`config.mk`:
```
export PLATFORM = sky130hd
export DESIGN_NAME = rr_switch_unit
export DESIGN_NICKNAME = d
export VERILOG_FILES = /design/src/rtl/rr_switch_pkg.sv /design/src/rtl/rr_arbiter.sv /design/src/rtl/rr_switch_unit.sv
export SDC_FILE = /design/constraint.sdc
export NUM_CORES = 1
export LEC_CHECK = 0
export ABC_AREA = 1
export BUFFER_PORTS_ARGS = -buffer_cell sky130_fd_sc_hd__buf_2
export CORE_ASPECT_RATIO = 0.5
export CORE_UTILIZATION = 52
export CTS_CLUSTER_DIAMETER = 200
export CTS_CLUSTER_SIZE = 16
export DETAILED_ROUTE_END_ITERATION = 12
export PLACE_DENSITY = 0.85
export SYNTH_ARGS = -nofsm -noshare
export SYNTH_HDL_FRONTEND = slang
export SYNTH_SLANG_ARGS = --single-unit
```
`constraint.sdc`:
```
create_clock -name clk -period 7.5 [get_ports clk]
set_input_delay 1.125 -clock clk [delete_from_list [all_inputs] [get_ports clk]]
set_output_delay 1.125 -clock clk [all_outputs]
set_load 0.05 [all_outputs]
```
`src/rtl/rr_switch_pkg.sv`:
```
// rr_switch_pkg: shared defaults and helpers for the round-robin switch unit.
//   DEF_NUM_INPORTS / DEF_DATA_WIDTH : default parameterisation
//   TAIL_BIT                         : tail-flag bit position for the default width
//   sel_width()                      : width of a grant index for n requesters
//   tail_bit()                       : tail-flag bit position for a given width
// Optional packet lock (RR_SWITCH_UNIT_PKT_LOCK_EN) uses the tail-flag helpers.
package rr_switch_pkg;

   localparam int unsigned DEF_NUM_INPORTS = 5;
   localparam int unsigned DEF_DATA_WIDTH  = 32;
   localparam int unsigned TAIL_BIT        = DEF_DATA_WIDTH - 1;

   // A single requester still needs a 1-bit index
   function automatic int unsigned sel_width(input int unsigned n);
      return (n <= 1) ? 1 : $clog2(n);
   endfunction

   // Tail flag is the message MSB
   function automatic int unsigned tail_bit(input int unsigned w);
      return w - 1;
   endfunction

endpackage

```
`src/rtl/rr_arbiter.sv`:
```
// rr_arbiter: rotating-priority arbiter with an owned priority pointer.
// Ports:
//   clk, reset  : clock, asynchronous active-high reset
//   req_i       : request vector, one bit per requester
//   en_i        : arbitration enable; no grant is issued when low
//   adv_i       : allow the priority pointer to move past a granted requester
//   grant_c_o   : one-hot grant (combinational), zero when disabled or idle
//   idx_c_o     : index of the winning requester (combinational)
module rr_arbiter
   import rr_switch_pkg::*;
#(
   parameter  int unsigned p_num_req   = DEF_NUM_INPORTS,
   localparam int unsigned c_idx_width = sel_width(p_num_req)
) (
   input  logic                   clk,
   input  logic                   reset,
   input  logic [p_num_req-1:0]   req_i,
   input  logic                   en_i,
   input  logic                   adv_i,
   output logic [p_num_req-1:0]   grant_c_o,
   output logic [c_idx_width-1:0] idx_c_o
);

   logic [c_idx_width-1:0] prio_q, prio_d;
   logic                   found;

   // Scan from prio_q upward, wrapping at p_num_req-1
   always_comb begin
      int unsigned pos;
      pos       = 0;
      found     = 1'b0;
      idx_c_o   = '0;
      grant_c_o = '0;
      for (int unsigned k = 0; k < p_num_req; k++) begin
         pos = 32'(prio_q) + k;
         if (pos >= p_num_req) begin
            pos = pos - p_num_req;
         end
         if (!found && req_i[c_idx_width'(pos)]) begin
            found   = 1'b1;
            idx_c_o = c_idx_width'(pos);
         end
      end
      if (en_i && found) begin
         grant_c_o[idx_c_o] = 1'b1;
      end
   end

   // Pointer moves to one past the winner so it gets lowest priority next
   always_comb begin
      prio_d = prio_q;
      if (en_i && found && adv_i) begin
         if (idx_c_o == c_idx_width'(p_num_req - 1)) begin
            prio_d = '0;
         end else begin
            prio_d = c_idx_width'(idx_c_o + 1'b1);
         end
      end
   end

   always_ff @(posedge clk or posedge reset) begin
      if (reset) begin
         prio_q <= '0;
      end else begin
         prio_q <= prio_d;
      end
   end

endmodule

```
`src/rtl/rr_switch_unit.sv`:
```
// rr_switch_unit: round-robin output arbiter sharing one en/rdy channel among
// p_num_inports input queues, with a one-entry output buffer.
// Ports:
//   clk, reset  : clock, asynchronous active-high reset
//   in_deq_rdy  : queue i non-empty
//   in_deq_en   : dequeue strobe to queue i (one-hot or zero)
//   in_deq_msg  : flattened head messages, queue i at [i*W +: W]
//   out_en      : downstream enqueue strobe
//   out_rdy     : downstream can accept
//   out_msg     : buffered message
//   grant_sel   : index of the most recently granted queue
//   busy        : output buffer holds a message
// Optional feature macro: RR_SWITCH_UNIT_PKT_LOCK_EN (packet lock on the
// message MSB tail flag; a granted non-tail flit locks arbitration to its queue).
module rr_switch_unit
   import rr_switch_pkg::*;
#(
   parameter  int unsigned p_num_inports = DEF_NUM_INPORTS,
   parameter  int unsigned p_data_width  = DEF_DATA_WIDTH,
   localparam int unsigned c_sel_width   = sel_width(p_num_inports)
) (
   input  logic                                  clk,
   input  logic                                  reset,
   input  logic [p_num_inports-1:0]              in_deq_rdy,
   output logic [p_num_inports-1:0]              in_deq_en,
   input  logic [p_num_inports*p_data_width-1:0] in_deq_msg,
   output logic                                  out_en,
   input  logic                                  out_rdy,
   output logic [p_data_width-1:0]               out_msg,
   output logic [c_sel_width-1:0]                grant_sel,
   output logic                                  busy
);

   logic                     buf_valid_q, buf_valid_d;
   logic [p_data_width-1:0]  buf_msg_q, buf_msg_d;
   logic [c_sel_width-1:0]   grant_sel_q, grant_sel_d;

   logic                     can_accept;
   logic                     arb_en;
   logic                     arb_adv;
   logic [p_num_inports-1:0] arb_req;
   logic [p_num_inports-1:0] arb_grant;
   logic [c_sel_width-1:0]   arb_idx;
   logic                     granted;
   logic [p_data_width-1:0]  sel_msg;

   // Downstream handshake straight off the buffer
   assign out_en    = buf_valid_q & out_rdy;
   assign busy      = buf_valid_q;
   assign out_msg   = buf_msg_q;
   assign grant_sel = grant_sel_q;

   // Drain and refill may happen in the same cycle; never dequeue while reset is held
   assign can_accept = ~buf_valid_q | out_en;
   assign arb_en     = can_accept & ~reset;

   rr_arbiter #(
      .p_num_req (p_num_inports)
   ) u_arb (
      .clk       (clk),
      .reset     (reset),
      .req_i     (arb_req),
      .en_i      (arb_en),
      .adv_i     (arb_adv),
      .grant_c_o (arb_grant),
      .idx_c_o   (arb_idx)
   );

   assign in_deq_en = arb_grant;
   assign granted   = |arb_grant;
   assign sel_msg   = in_deq_msg[32'(arb_idx) * p_data_width +: p_data_width];

`ifdef RR_SWITCH_UNIT_PKT_LOCK_EN
   localparam int unsigned c_tail_bit = tail_bit(p_data_width);

   logic                   lock_q, lock_d;
   logic [c_sel_width-1:0] lock_sel_q, lock_sel_d;
   logic                   is_tail;

   assign is_tail = sel_msg[c_tail_bit];

   // While locked only the owning queue may be granted, even if it stalls
   always_comb begin
      arb_req = in_deq_rdy;
      if (lock_q) begin
         arb_req             = '0;
         arb_req[lock_sel_q] = in_deq_rdy[lock_sel_q];
      end
   end

   // Pointer moves only at packet boundaries
   assign arb_adv = is_tail;

   // Lock opens on a non-tail grant and closes when the tail is granted
   always_comb begin
      lock_d     = lock_q;
      lock_sel_d = lock_sel_q;
      if (granted) begin
         lock_d     = ~is_tail;
         lock_sel_d = arb_idx;
      end
   end

   always_ff @(posedge clk or posedge reset) begin
      if (reset) begin
         lock_q     <= 1'b0;
         lock_sel_q <= '0;
      end else begin
         lock_q     <= lock_d;
         lock_sel_q <= lock_sel_d;
      end
   end
`else
   assign arb_req = in_deq_rdy;
   assign arb_adv = 1'b1;
`endif

   // Output buffer next state; buf_msg keeps its stale value on a plain drain
   always_comb begin
      buf_valid_d = buf_valid_q;
      buf_msg_d   = buf_msg_q;
      grant_sel_d = grant_sel_q;
      if (out_en) begin
         buf_valid_d = 1'b0;
      end
      if (granted) begin
         buf_valid_d = 1'b1;
         buf_msg_d   = sel_msg;
         grant_sel_d = arb_idx;
      end
   end

   always_ff @(posedge clk or posedge reset) begin
      if (reset) begin
         buf_valid_q <= 1'b0;
         buf_msg_q   <= '0;
         grant_sel_q <= '0;
      end else begin
         buf_valid_q <= buf_valid_d;
         buf_msg_q   <= buf_msg_d;
         grant_sel_q <= grant_sel_d;
      end
   end

endmodule

```
Word level (Yosys, flattened, before mapping):

Index checks and enable logic that the tools add are counted.

* flip-flop bits (word level): 39
* input bits: 168
* output and inout bits: 42
* logic and storage cells: 76

* add/sub/neg operators: 10
* $lt $le $gt $ge: 12
* equal/unequal tests: 1
* shifts and indexed selects: 1
* mux-type cells: 31
* bitwise operators: 5
* reductions and logical operators: 12

Operators with widths (number)
* $shiftx 160x9->32: 1
* $mux 3: 11
* $lt 3x4->1 const B: 6
* $ge 4x3->1 const B: 4
* $bmux 1 s3: 5
* $sub 3x3->3 const B: 5
* $mux 1: 13
* $add 3x2->4 const B: 2
* $logic_and 1x1->1: 6
* $mux 5: 1
* $reduce_or 5->1: 1
* $add 3x1->4 const B: 1
* $add 3x3->4 const B: 1
* $logic_not 1->1: 4
* $add 3x1->3 const B: 1
* $demux 1 s3: 1
* $eq 3x3->1 const B: 1
* $ge 3x1->1 const B: 1
* $ge 3x3->1 const B: 1
* $and 1x1->1: 2
* $not 1->1: 2
* $reduce_bool 2->1: 1
* $or 1x1->1: 1

Logic depth before layout (Yosys ltp):

Gate-level depths: netlist of the first run.

* depth in word-level cells: 24
* mapped depth: 25
* mapped depth without buffers: 22

By module:

Synthesis of the first run repeated with hierarchy kept, for this count alone.

* cells, all modules: 806
* area total of the unflattened synthesis: 4408.0 sq um

Modules (own cells, without submodules)
* rr_switch_unit: times used 1, cells each 574, area an instance 3101.7 sq um, sequential area each 900.9 sq um
* rr_arbiter: times used 1, cells each 232, area an instance 1306.3 sq um, sequential area each 75.1 sq um

Worst setup path before layout of the first run:

No wires, ideal clock.

* kind: register to output
* from: register u_arb.prio_q[0]
* to: output in_deq_en[1]
* arrival: 3.319 ns
* data required time: 6.375 ns
* setup slack: 3.056 ns
* cell stages (with the launch flop): 23
* buffers on the path: 3
* cell sequence: dfrtp_1 buf_4 inv_2 ha_1 inv_1 fa_1 inv_1 nand2_1 nand2_1 nand2_1 nand2_1 nand3_1 nand3_1 nand2_1 inv_1 nand3_2 nor2_2 nand3_1 nand3_2 buf_6 buf_6 nand2_1 nor2_1

* word-level cells in the longest chain between the ends: 22
* elaborated cells between the ends (all ways): 54
* those cells by class: add/sub (9); order compare (7); mux (28); reduce/logical (10)

RTL lines
* start, declared: line rr_arbiter.sv:24 `logic [c_idx_width-1:0] prio_q, prio_d;`
* start signal, assigned: line rr_arbiter.sv:65 `prio_q <= prio_d;`
* parallel branches: the longest is 21 deep, another holds $add 3x1->4
* $mux 5 *: line rr_arbiter.sv:44 `if (en_i && found) begin`
* end, declared: line rr_switch_unit.sv:25 `output logic [p_num_inports-1:0] in_deq_en,`

Every way passes the cells marked *. The select of a mux whose other input is x is not followed.

Worst setup path after layout of the first run:

Ends and elaborated chain as after synthesis.

==> results of run 1 <==
## placed cells by master, fill, tap and decap left out, drive strengths merged
cell,Yosys,layout
xnor2,1,1
nand4,75,75
buf,43,216
nand2,153,153
clkinv,1,2
nor3,1,1
o22ai,2,2
a21oi,36,36
nor2,17,17
xor2,2,2
o21ai,19,19
nand3,131,131
clkbuf,4,7
fa,1,1
or2,32,32
ha,9,9
inv,199,199
dfrtp,39,39
## final cells by class
type	count	area, sq um
multi-input combinational	479	2530
clock buffer	7	133
timing repair buffer	216	1100
inverter	200	751
tap	112	140
fill	765	2570
sequential	39	976
clock inverter	1	5.00
## logic make-up after synthesis
kind of cell             count (synthesis)  share of synthesized area (%)
XOR/XNOR                                 3                          0.747
buffers and inverters                  247                           22.9
flip-flops                              39                           21.6
adder cells (fa/ha/maj)                 10                           2.93
AND/OR/NAND/NOR                        409                           45.2
AO/OA/AOI/OAI                           57                           6.61
## state kept, by name (all words and copies together), names as in the netlist
register and cells:
grant_sel 3, u_arb.prio_q 3, busy 1, out_msg 32
## metrics by stage
step / setup WS [ns] / hold WS (ns) / instance area, sq um / cells
2_1_floorplan: 3.06 / 0.703 / 4520 / 765
3_3_place_gp: 2.18 / 0.470 / 5500 / 1046
3_5_place_dp: 2.03 / 0.465 / 5500 / 1046
4_1_cts: 1.73 / 0.481 / 5630 / 1054
5_1_grt: 1.25 / 0.518 / 5630 / 1054
6_report: 1.74 / 0.481 / 5630 / 1054
## routing by layer
layer | up-vias | routed length, microns
li1 | 2752 | -
met5 | - | 0
met2 | 280 | 6880
met1 | 2518 | 5900
met4 | 0 | 484
met3 | 48 | 972
## worst reg2reg max path, stage by stage, from the launching register on
cell and delay [ns]:
dfrtp_1 0.52, inv_2 0.21, ha_1 0.17, inv_1 0.04, fa_1 0.37, inv_1 0.10, nand2_1 0.09, nand2_1 0.10
nand2_1 0.11, nand2_1 0.08, nand3_1 0.06, nand3_1 0.08, nand2_1 0.10, inv_1 0.08, nand3_2 0.10, nor2_2 0.17
inv_1 0.09, o21ai_4 0.83, inv_2 0.54, or2_2 0.43, nand2_1 0.08, inv_1 0.04
## path summary, 6_finish.rpt
| check | startpoint | end | slack [ns] | cells past startpoint |
|---|---|---|---|---|
| worst max-delay path | u_arb.prio_q[0]$_DFFE_PP0P_ | in_deq_en[1] | 1.74 | 21 |
| worst min-delay path | grant_sel[0]$_DFFE_PP0P_ | grant_sel[0]$_DFFE_PP0P_ | 0.48 | 2 |
| worst max register to register | u_arb.prio_q[0]$_DFFE_PP0P_ | out_msg[9]$_DFFE_PP0P_ | 3.02 | 21 |
| worst min register to register | grant_sel[0]$_DFFE_PP0P_ | grant_sel[0]$_DFFE_PP0P_ | 0.48 | 2 |
| max in group asynchronous | reset | out_msg[18]$_DFFE_PP0P_ | 6.15 | 3 |
| min in group asynchronous | reset | grant_sel[2]$_DFFE_PP0P_ | 0.99 | 3 |
==> out/qor.txt, run 1 <==
Sequential fraction of the synthesis area - 21.6%
Drt total wl - 14200 microns
ANT cells - 0
CP arrival - 4.64 ns
Layout Utilization - 68.7%
Unique cell type count in the Yosys netlist - 30
Row count - 23
Vias - 5598
Via density - 5.31
Max-slew violation count - 0
Crit end category - output port
Slew HR - 26.8%
Largest net degree at the start of global routing - 66
Cells after synthesis - 765
Syn_nets - 943
Max Cap Viol - 0
Top cell family by delay on the critical path - buffers and inverters
Layout Nets - 1119
Fmax - 173 MHz
Most area-hungry cell type in the Yosys netlist - dfrtp_1
P&R area growth vs syn - 24.6%
Worst-path clk slew - 0.06 ns
Worst-Skew Late Latency - 0.28 ns
# port buffers - 209
Initial antenna violation count - 0
Cell with the most instances after synthesis - inv_1
Yosys reg bits - 39
Clock sink count - 39
Worst-Margin Slew - 1.09 ns
CP max-delay cell - o21ai_4
Main synth FF type - dfrtp_1
Critical Path RT - 6.38 ns
Netlist Area Pre-Place - 4520 sq um
CP peak stage delay - 0.83 ns
DR DRC count - 0
Met2 usage - 55.7%
Core ar. - 8200 sq um
Root buffer cell - clkbuf_16
RSZ-0062 raised after global routing - false
Bufs on Longest Clock Path - 2
Cts repair resizes - 0
Mean Syn Cell Area - 5.91 sq um
Crit path kind - reg -> out
Crit path max fanout - 41
Die Wd - 134 microns
GRT met3 Usage - 4.44%
Status - finished clean
Final setup viols - 0
H-Tree Level Count - 2
Startpoint types - flop
Share of synthesized registers carrying an async set or reset - 100%
Most used cell, CP - nand2_1
DRT Pass-1 Iters - 5
Routed len/inst - 13.5 microns
GP Congestion - 0.909
Top post-synthesis cells by area - dfrtp_1 22%, inv_1 16%, nand3_1 14%
Post-synth top area share - 21.6%
Final Hold Vio Count - 0
Layout cells sized above 1 - 27.3%
CP cell instances - inv_2, ha_1, inv_1, fa_1, inv_1, nand2_1, nand2_1, nand2_1, nand2_1, nand3_1, nand3_1, nand2_1, inv_1, nand3_2, nor2_2, inv_1, o21ai_4, inv_2, nand2_1, nor2_1, buf_2
Fin Setup TNS - 0 ns
Skew final - 0.00370 ns
Commonest cells in the netlist - 192 x inv_1, 145 x nand2_1, 122 x nand3_1
Total die area - 9100 sq um
Met1 Use GR - 38.8%
Via count of the first global-routing pass - 4992
Buf+Inv Stages, Crit Path - 7
Hold crit path type - reg -> reg
Initial Util - 55.1%
Placed wire-length estimate - 10200 microns
Total grt overflow - 0
Antenna-violating nets left - 0
First-pass GRT wire length - 22900 microns
Ports - 210
1st-iter DRT viols - 369
Syn. warnings - 0
Most used routing layer - met2
GRT Resource Usage Total - 31.2%
Die height - 67.9 microns
Setup Fix Bufs, Post-CTS - 0
Crit share post-route - 76.9%
Post-synth EDFFs - 0
CTS tree - done
Total CTS buffers - 5
CTS Hold Bufs - 0
Tmin final - 5.76 ns
Power of run 1 is not shown: default switching activity piles up to over one toggle a cycle in this logic, so the estimate is an artifact.
==> inputs of run 2 (changes only) <==
- CORE_UTILIZATION: 52 -> 44
- PLACE_DENSITY: 0.85 -> 0.76
- clock period: 7.5 -> 4.7 ns (I/O delays scaled with it)
==> run 2 against run 1 <==
Against the previous run: first-iteration DRC count down 21%; sequential share of layout area down 0.27 points; core utilization down 9.7 points; via count is 0.61% lower; die area is 18% higher; non-clock buffer count grew 3; clock skew up 0.0033 ns; worst hold slack improved by 0.00052 ns; clock-buffer cell count is 1 lower; cell count rose by 2.5%.
==> out/qor.txt, run 2 (same netlist as run 1, synthesis figures left out) <==
Status - finished clean
Total CTS buffers - 5 (unchanged)
Clock sink count - 39 (unchanged)
R2R Path Start - u_arb.prio_q[0]$_DFFE_PP0P_
Die height - 73.7 microns (+8.5%)
Via count of the first global-routing pass - 5094 (+2.0%)
Reg2reg setup slack - 1.02 ns (-2.00 ns)
Placed wire-length estimate - 10600 microns (+3.2%)
Met2 usage - 49.4% (-6.3 points)
Skew final - 0.00697 ns (+0.00327 ns)
Worst-Skew Late Latency - 0.28 ns (about the same)
Hold crit path type - reg -> reg
Crit end category - output port
Initial antenna violation count - 0 (unchanged)
Final setup viols - 0 (unchanged)
Antenna-violating nets left - 0 (unchanged)
Crit share post-route - 91.4%
Layout cells sized above 1 - 27.7% (+0.44 points)
Most frequent cells in the layout - 209 x buf_2, 191 x inv_1, 144 x nand2_1
Worst-path clk slew - 0.06 ns (about the same)
Most used routing layer - met2
GP Congestion - 0.889 (-2.2%)
Startpoint types - flop
CP arrival - 3.59 ns (-1.05 ns)
# port buffers - 209 (unchanged)
Hold depth - 2 (unchanged)
CTS tree - done
Via density - 5.15 (-3.0%)
Worst-Margin Slew - 0.702 ns (-0.392 ns)
Commonest non-fill, non-tap cell in the layout - buf_2
Final Hold Vio Count - 0 (unchanged)
DR DRC count - 0 (unchanged)
Bufs on Longest Clock Path - 2 (unchanged)
Routed len/inst - 13.5 microns (+0.33%)
Hold Path End - grant_sel[0]$_DFFE_PP0P_
Met1 Use GR - 32.4% (-6.3 points)
Setup Fix Bufs, Post-CTS - 0 (unchanged)
First-pass GRT wire length - 23500 microns (+2.6%)
Crit path max fanout - 41 (unchanged)
Max Cap Viol - 0 (unchanged)
Total grt overflow - 0 (unchanged)
Largest net degree at the start of global routing - 65 (-1.5%)
Fmax - 233 MHz
DRT Pass-1 Iters - 5 (unchanged)
ANT cells - 0 (unchanged)
Slew HR - 53.2% (+26 points)
Tmin final - 4.29 ns
Root buffer cell - clkbuf_16
GRT Resource Usage Total - 26.9% (-4.4 points)
Row count - 25 (+8.7%)
H-Tree Level Count - 2 (unchanged)
Vias - 5564 (-0.61%)
Max-slew violation count - 0 (unchanged)
Layout Nets - 1122 (+0.27%)
Ports - 210 (unchanged)
Crit path kind - reg -> out
Reg2reg end - out_msg[2]$_DFFE_PP0P_
Die Wd - 145 microns (+8.6%)
Largest register FFs - 32 (unchanged)
1st-iter DRT viols - 290 (-21%)
Core ar. - 9700 sq um (+18%)
Critical Path RT - 3.99 ns (-2.39 ns)
Initial Util - 46.6% (-8.5 points)
RSZ-0062 raised after global routing - false
Hold_sp - grant_sel[0]$_DFFE_PP0P_
Drt total wl - 14600 microns (+2.8%)
GRT met3 Usage - 4.29% (-0.16 points)
Fin Setup TNS - 0 ns (unchanged)
Total die area - 10700 sq um (+18%)
P&R area growth vs syn - 26.6%
Cells on worst reg2reg path - 21 (unchanged)
run 2: critical path: stages (launching register included):
cell	delay, ns
dfrtp_1	0.53
inv_2	0.20
ha_1	0.16
inv_1	0.04
fa_1	0.39
inv_1	0.11
nand3_1	0.14
nand2_1	0.16
nand2_1	0.06
nand3_1	0.06
nand3_1	0.08
nand2_1	0.13
inv_1	0.06
nand3_2	0.10
nor2_2	0.07
inv_1	0.11
o21ai_4	0.07
inv_4	0.28
nand2_1	0.16
nor2_1	0.12
buf_2	0.26
run 2: through the flow:
| step | worst slack [ns] | instances | cell area [sq um] | utilization, % | hold WS [ns] |
|---|---|---|---|---|---|
| 2_1_floorplan | 0.676 | 765 | 4520 | - | 0.703 |
| 3_5_place_dp | 0.527 | 1072 | 5550 | 57.2 | 0.466 |
| 4_1_cts | 0.194 | 1080 | 5720 | 59.0 | 0.481 |
| 3_3_place_gp | 0.620 | 1072 | 5550 | 57.2 | 0.458 |
| 6_report | 0.405 | 1080 | 5720 | 59.0 | 0.481 |
| 5_1_grt | 0.0777 | 1080 | 5720 | 59.0 | 0.513 |
run 2: final cells by class:
| type | count | area [sq um] |
|---|---|---|
| well taps | 135 | 169 |
| multi-input cells | 479 | 2530 |
| clock inverters | 2 | 35.0 |
| fillers | 1000 | 3970 |
| inverters | 200 | 753 |
| repair buffers | 219 | 1120 |
| flip-flops and latches | 39 | 976 |
| clock buffers | 6 | 139 |
run 2: worst max-delay path by stage:
stage / from / end / slack (ns)
floorplan: u_arb.prio_q[0]$_DFFE_PP0P_ / in_deq_en[1] / 0.68
global placement: u_arb.prio_q[0]$_DFFE_PP0P_ / in_deq_en[1] / 0.62
detailed placement: u_arb.prio_q[0]$_DFFE_PP0P_ / in_deq_en[1] / 0.53
CTS: u_arb.prio_q[0]$_DFFE_PP0P_ / in_deq_en[1] / 0.19
global route: u_arb.prio_q[0]$_DFFE_PP0P_ / in_deq_en[1] / 0.08
finish: u_arb.prio_q[0]$_DFFE_PP0P_ / in_deq_en[1] / 0.41
run 2: what timing repair did:
item                       4_1_cts  5_1_grt
setup endpoints to repair        0        5
resized for setup                0        2
hold buffers                     0        0
run 2: metal layers:
metal  wire length (microns)  vias up
met5                       0        -
met4                     436        0
met3                     886       44
met2                    7020      234
met1                    6280     2521
li1                        -     2765
Power of run 2 is left out for the same reason.
